File: src/rtl/nmos_cmp_seq.sv
`default_nettype none
// ============================================================================
//  Module      : nmos_cmp_seq
//  Description : Four-slot double-buffered position comparator driven by a
//                phase-1 strobed position counter.
//
//                Writes land in a per-slot stage register and are marked
//                pending. Each PHI1 strobe copies every pending stage value
//                into its active register and advances the counter. In the
//                cycle after a PHI1, each active value is compared with the
//                freshly updated counter. The result is registered into a
//                one-CLK MATCH pulse per slot.
//
//  Parameters  : HMAX    - last counter value before wrap to 0 (1..510)
//
//  Ports       : CLK     in   main clock, all state on rising edge
//                RST     in   asynchronous active-high reset
//                PHI1    in   phase-1 strobe, one CLK wide
//                WR_STB  in   write request for slot WR_ADDR
//                WR_ADDR in   [1:0] slot select
//                DB      in   [8:0] position, [9] slot enable
//                CNT_CLR in   sticky counter-clear request (taken at PHI1)
//                CNT     out  [8:0] running position counter
//                MATCH   out  [3:0] registered one-CLK match pulse per slot
//                BUSY    out  high while any staged write awaits transfer
//
//  Build option: CMP_SLOT_ENABLE_EN - when defined, DB[9] is staged with the
//                position and a slot only matches when its active enable is
//                set. When undefined, DB[9] is ignored and every slot is
//                always enabled.
//
//  Revision    : 1.0 - initial release
// ============================================================================

module nmos_cmp_seq #(
  parameter logic [8:0] HMAX = 9'd454
) (
  input  logic       CLK,
  input  logic       RST,
  input  logic       PHI1,
  input  logic       WR_STB,
  input  logic [1:0] WR_ADDR,
  input  logic [9:0] DB,
  input  logic       CNT_CLR,
  output logic [8:0] CNT,
  output logic [3:0] MATCH,
  output logic       BUSY
);

  localparam int         NUM_SLOTS = 4;
  // Reset/idle position. The counter never exceeds HMAX (at most 510), so a
  // slot holding this value can never match.
  localparam logic [8:0] IDLE_POS  = 9'h1FF;

  // --------------------------------------------------------------------------
  // Slot storage
  // --------------------------------------------------------------------------
  logic [8:0]           stage_pos  [NUM_SLOTS];
  logic [8:0]           active_pos [NUM_SLOTS];
  logic [NUM_SLOTS-1:0] pending;
  logic [NUM_SLOTS-1:0] pending_nxt;
  logic [NUM_SLOTS-1:0] wr_hit;
  logic [NUM_SLOTS-1:0] transfer;
  logic [NUM_SLOTS-1:0] slot_en;

  // Counter / evaluation state
  logic                 clr_req;
  logic                 eval;
  logic [8:0]           cnt_q;
  logic [NUM_SLOTS-1:0] match_q;
  logic [NUM_SLOTS-1:0] match_nxt;
  logic                 busy_q;

  // One-hot decode of the write target.
  always_comb begin
    wr_hit = '0;
    if (WR_STB) begin
      wr_hit = 4'b0001 << WR_ADDR;
    end
  end

  // A PHI1 moves every slot that was pending before this edge. A write in
  // the same cycle only affects the stage register, so the transfer always
  // sees the pre-write stage value.
  always_comb begin
    transfer = '0;
    if (PHI1) begin
      transfer = pending;
    end
  end

  // The written slot is pending after the edge regardless of PHI1; other
  // slots stay pending only when no PHI1 drains them.
  always_comb begin
    pending_nxt = wr_hit | (pending & ~transfer);
  end

  always_ff @(posedge CLK or posedge RST) begin
    if (RST) begin
      for (int i = 0; i < NUM_SLOTS; i++) begin
        stage_pos[i]  <= IDLE_POS;
        active_pos[i] <= IDLE_POS;
      end
      pending <= '0;
      busy_q  <= 1'b0;
    end else begin
      for (int i = 0; i < NUM_SLOTS; i++) begin
        if (transfer[i]) begin
          active_pos[i] <= stage_pos[i];
        end
        if (wr_hit[i]) begin
          stage_pos[i] <= DB[8:0];
        end
      end
      pending <= pending_nxt;
      // Registered from the next-state value so BUSY tracks the pending
      // bits on the same edge they change.
      busy_q  <= |pending_nxt;
    end
  end

  // --------------------------------------------------------------------------
  // Optional per-slot enable, staged and transferred alongside the position
  // --------------------------------------------------------------------------
`ifdef CMP_SLOT_ENABLE_EN
  logic [NUM_SLOTS-1:0] stage_en;
  logic [NUM_SLOTS-1:0] active_en;

  always_ff @(posedge CLK or posedge RST) begin
    if (RST) begin
      stage_en  <= '0;
      active_en <= '0;
    end else begin
      for (int i = 0; i < NUM_SLOTS; i++) begin
        if (transfer[i]) begin
          active_en[i] <= stage_en[i];
        end
        if (wr_hit[i]) begin
          stage_en[i] <= DB[9];
        end
      end
    end
  end

  always_comb begin
    slot_en = active_en;
  end
`else
  // Enable bit is not stored in this build; every slot is always armed.
  logic unused_db_en;

  always_comb begin
    unused_db_en = DB[9];
    slot_en      = '1;
  end
`endif

  // --------------------------------------------------------------------------
  // Position counter with sticky clear request
  // --------------------------------------------------------------------------
  always_ff @(posedge CLK or posedge RST) begin
    if (RST) begin
      cnt_q   <= '0;
      clr_req <= 1'b0;
    end else begin
      if (PHI1) begin
        // A clear request arriving together with PHI1 is honoured in the
        // same update, never deferred to the following strobe.
        if (clr_req || CNT_CLR) begin
          cnt_q <= '0;
        end else if (cnt_q == HMAX) begin
          cnt_q <= '0;
        end else begin
          cnt_q <= cnt_q + 9'd1;
        end
        clr_req <= 1'b0;
      end else if (CNT_CLR) begin
        clr_req <= 1'b1;
      end
    end
  end

  // --------------------------------------------------------------------------
  // Evaluation and match pulse
  // --------------------------------------------------------------------------
  // eval is a plain delayed copy of PHI1: it is high for exactly the cycle
  // after each strobe, so back-to-back strobes each get their own evaluation
  // and a single strobe can never evaluate twice.
  always_ff @(posedge CLK or posedge RST) begin
    if (RST) begin
      eval <= 1'b0;
    end else begin
      eval <= PHI1;
    end
  end

  // Compared against post-update counter and active registers.
  always_comb begin
    match_nxt = '0;
    for (int i = 0; i < NUM_SLOTS; i++) begin
      match_nxt[i] = eval && slot_en[i] && (active_pos[i] == cnt_q);
    end
  end

  always_ff @(posedge CLK or posedge RST) begin
    if (RST) begin
      match_q <= '0;
    end else begin
      match_q <= match_nxt;
    end
  end

  // --------------------------------------------------------------------------
  // Outputs
  // --------------------------------------------------------------------------
  assign CNT   = cnt_q;
  assign MATCH = match_q;
  assign BUSY  = busy_q;

endmodule

`default_nettype wire

File: config.mk
export PLATFORM = sky130hd
export DESIGN_NAME = nmos_cmp_seq
export DESIGN_NICKNAME = d
export VERILOG_FILES = /design/src/rtl/nmos_cmp_seq.sv
export SDC_FILE = /design/constraint.sdc
export NUM_CORES = 1
export LEC_CHECK = 0
export BUFFER_PORTS_ARGS = -buffer_cell sky130_fd_sc_hd__buf_2
export CORE_MARGIN = 5
export CORE_UTILIZATION = 55
export DETAILED_ROUTE_END_ITERATION = 10
export PLACE_DENSITY = 0.74
export SLEW_MARGIN = 20
export SYNTH_ARGS = -nofsm -noshare
export SYNTH_HDL_FRONTEND = slang
export SYNTH_SLANG_ARGS = --single-unit
File: constraint.sdc
create_clock -name CLK -period 5.3 [get_ports CLK]
set_input_delay 0.53 -clock CLK [delete_from_list [all_inputs] [get_ports CLK]]
set_output_delay 0.53 -clock CLK [all_outputs]
set_load 0.05 [all_outputs]
==> impl_metrics.sql <==
INSERT INTO impl_metrics (metric_group, metric, value, unit) VALUES
('yosys', 'synth.ff_latch_count', '92', ''),
('sta', 'setup_violations', '0', ''),
('cells_and_area', 'multi_input_area', '0.00157', 'mm²'),
('die', 'fp.dieW', '96', 'µm'),
('pwr', 'power_switching_share', '0.238', ''),
('setup_path', 'cp-end-kind', 'output port', ''),
('route', 'detailedRoute.firstIterationViolations', '114', ''),
('sta', 'final.period_utilization', '0.369', ''),
('pwr', 'cellInternalPower', '0.00149', 'W'),
('clock_tree', 'tritoncts_num_sinks', '92', ''),
('route', 'wirelength', '7820', 'µm'),
('sta', 'achievable-frequency', '511', 'MHz'),
('sta', 'final-max-slew-violation-count', '0', ''),
('yosys', 'post_synth_edffs', '0', ''),
('job', 'maxCapViolations', '0', ''),
('setup_path', 'worst_path_dominant_cell_family', 'flip-flops', ''),
('global_routing', 'grt_antenna_before_repair', '0', ''),
('route', 'viasPerCell', '5.54', ''),
('sta', 'final.min_clock_period', '1.96', 'ns'),
('die', 'row_count', '31', ''),
('global_routing', 'grt_first_pass_wirelength', '12600', 'µm'),
('clock_tree', 'cts-htree-levels', '3', ''),
('global_routing', 'total_routing_usage_reported_by_global_routing', '0.188', ''),
('placement', 'globalplace.congestion', '0.779', ''),
('clock_tree', 'cts-hold-fix-buffers', '0', ''),
('placement', 'hpwlAfterDp', '5350', 'µm'),
('cells_and_area', 'syn_to_final_growth', '11.0', '%'),
('sta', 'worst_slew_pin_slew', '0.659', 'ns'),
('route', 'ant_nets', '0', ''),
('clock_tree', 'clk_pin_slew', '0.08', 'ns'),
('route', 'drtPass1Iterations', '4', ''),
('cells_and_area', 'drive_above_1_share', '0.601', ''),
('clock_tree', 'cts_post_setup_buffers_inserted', '0', ''),
('pwr', 'max_ir_drop_vdd', '0.000177', 'V'),
('setup_path', 'worstPathRequired', '4.77', 'ns'),
('cells_and_area', 'final_design_area_no_fill', '0.00452', 'mm²'),
('min_path', 'hold_class', 'input port to asynchronous set/reset pin', ''),
('setup_path', 'cp_slowest_cell', 'dfrtp_1', ''),
('yosys', 'ys_top_cells_by_area', 'dfstp_2 47%, mux2_2 20%, dfrtp_1 12%', ''),
('clock_tree', 'num_cts_buffers', '9', ''),
('setup_path', 'critical-path-max-stage-delay', '0.71', 'ns'),
('yosys', 'fraction_of_the_yosys_area_taken_by_sequential_cells', '0.588', ''),
('cells_and_area', 'final_net_count', '342', ''),
('sta', 'timing.setup.tns', '0', 'ns'),
('setup_path', 'ff2ff_setup_slack', '3.47', 'ns'),
('setup_path', 'critical_path_arrival', '1.43', 'ns'),
('pwr', 'comb_power_share', '0.179', ''),
('clock_tree', 'clock_latency_late_sink', '0.35', 'ns'),
('yosys', 'synth-async-reset-ratio', '1.00', ''),
('pwr', 'leakage', '1.79', 'nW'),
('setup_path', 'crit_path_cell_trace', 'buf_2', ''),
('placement', 'numPortBuffers', '29', ''),
('cells_and_area', 'layout.cells.most_common_list', '72 x mux2_2, 72 x dfstp_2, 36 x xnor2_1', ''),
('cells_and_area', 'seqCellArea', '0.00239', 'mm²'),
('status', 'run_status', 'completed', ''),
('die', 'floorplan.initialDensity', '0.564', ''),
('die', 'core-area', '0.00721', 'mm²'),
('yosys', 'post_synth.cell_area_avg', '13.8', 'µm²'),
('yosys', 'synth.largest_area_cell', 'dfstp_2', ''),
('sta', 'fin_worst_hold_slack', '0.236', 'ns'),
('cells_and_area', 'diodes', '0', ''),
('global_routing', 'first_global_vias', '2383', ''),
('die', 'design.portCount', '31', ''),
('sta', 'rsz0062_at_grt', 'no', ''),
('yosys', 'ys_warn_count', '0', ''),
('route', 'dr_total_vias', '2365', ''),
('clock_tree', 'cts_root_buffer', 'clkbuf_8', ''),
('placement', 'placement.cell_area', '0.00428', 'mm²'),
('pwr', 'pwr-share-clk', '0.270', ''),
('setup_path', 'path_max_fanout', '12', ''),
('yosys', 'synthesis.instances', '295', '');
## cell type report
cell class                      count  share of cell area
Clock buffer                       13              0.0374
Clock inverter                      3              0.0150
Inverter                            8             0.00693
Multi-Input combinational cell    181               0.348
Sequential cell                    92               0.530
Tap cell                           99              0.0274
Timing Repair Buffer               31              0.0355
## stage by stage
stage                     worst slack, ns  instances
after floorplan                      2.50        295
after global placement               3.48        411
after detailed placement             3.45        411
after CTS                            3.32        427
after global routing                 3.26        427
final                                3.34        427
## layer usage
metal,GRT usage,vias up,routed length [µm]
met5,0,-,0
met4,0.0770,0,123
met3,0.0391,8,380
met2,0.292,56,3790
met1,0.258,1219,3530
li1,-,1082,-
## path summary, 6_finish.rpt
kind / from / endpoint / cells past startpoint
max: CNT[4]$_DFFE_PP0P_ / CNT[4] / 1
max reg2reg: CNT[0]$_DFFE_PP0P_ / CNT[8]$_DFFE_PP0P_ / 6
min: RST / MATCH[3]$_DFF_PP0_ / 2
min in group CLK: CNT_CLR / clr_req$_DFFE_PP0P_ / 3
max in group asynchronous: RST / MATCH[2]$_DFF_PP0_ / 3
min reg2reg: pending[0]$_DFF_PP0_ / pending[0]$_DFF_PP0_ / 1
## worst reg2reg max path: stages, from the launching register on
cell and delay, ns:
dfrtp_1 0.65, inv_1 0.15, ha_1 0.22, nand4_1 0.14
o21a_4 0.21, nand2_2 0.10, o311ai_1 0.27
## power groups by stage
stage | Clock [W] | Sequential, W | Combinational [W]
after detailed placement | 0 | 0.00110 | 0.000354
final | 0.000530 | 0.00108 | 0.000351
after floorplan | 0 | 0.00107 | 0.000289
after CTS | 0.000549 | 0.00108 | 0.000357
after global placement | 0 | 0.00109 | 0.000343
after global routing | 0.000579 | 0.00110 | 0.000388
## sequential cells by signal, indices dropped and copies added, names as in the netlist
| register | count |
|---|---|
| MATCH | 4 |
| BUSY | 1 |
| pending | 4 |
| eval | 1 |
| active_pos | 36 |
| stage_pos | 36 |
| clr_req | 1 |
| CNT | 9 |
## kinds of logic (layout without fill, tap and decap cells)
logic type      after synthesis  count (layout)  share of synthesized area
flops                        92              92                      0.588
mux                          73              73                      0.202
simple gates                 50              50                     0.0671
xor+xnor                     36              36                     0.0775
buf+inv                      22              55                     0.0252
compound gates               20              20                     0.0341
fa+ha+maj                     2               2                    0.00615
## synth_stat cells (2+ instances only)
library cell  instances
a21oi_1               2
and3_1                2
buf_2                 4
buf_6                 2
clkbuf_1              8
dfrtp_1              20
dfstp_2              72
ha_1                  2
inv_1                 8
mux2_2               72
nand2_1              14
nand2b_1              2
nand3_1               7
nand4_1              10
nor2_1                3
nor3_1                4
o21ai_0               7
o22ai_1               2
o2bb2ai_1             2
o311ai_1              2
xnor2_1              36
Power figures use the tool's default switching activity.
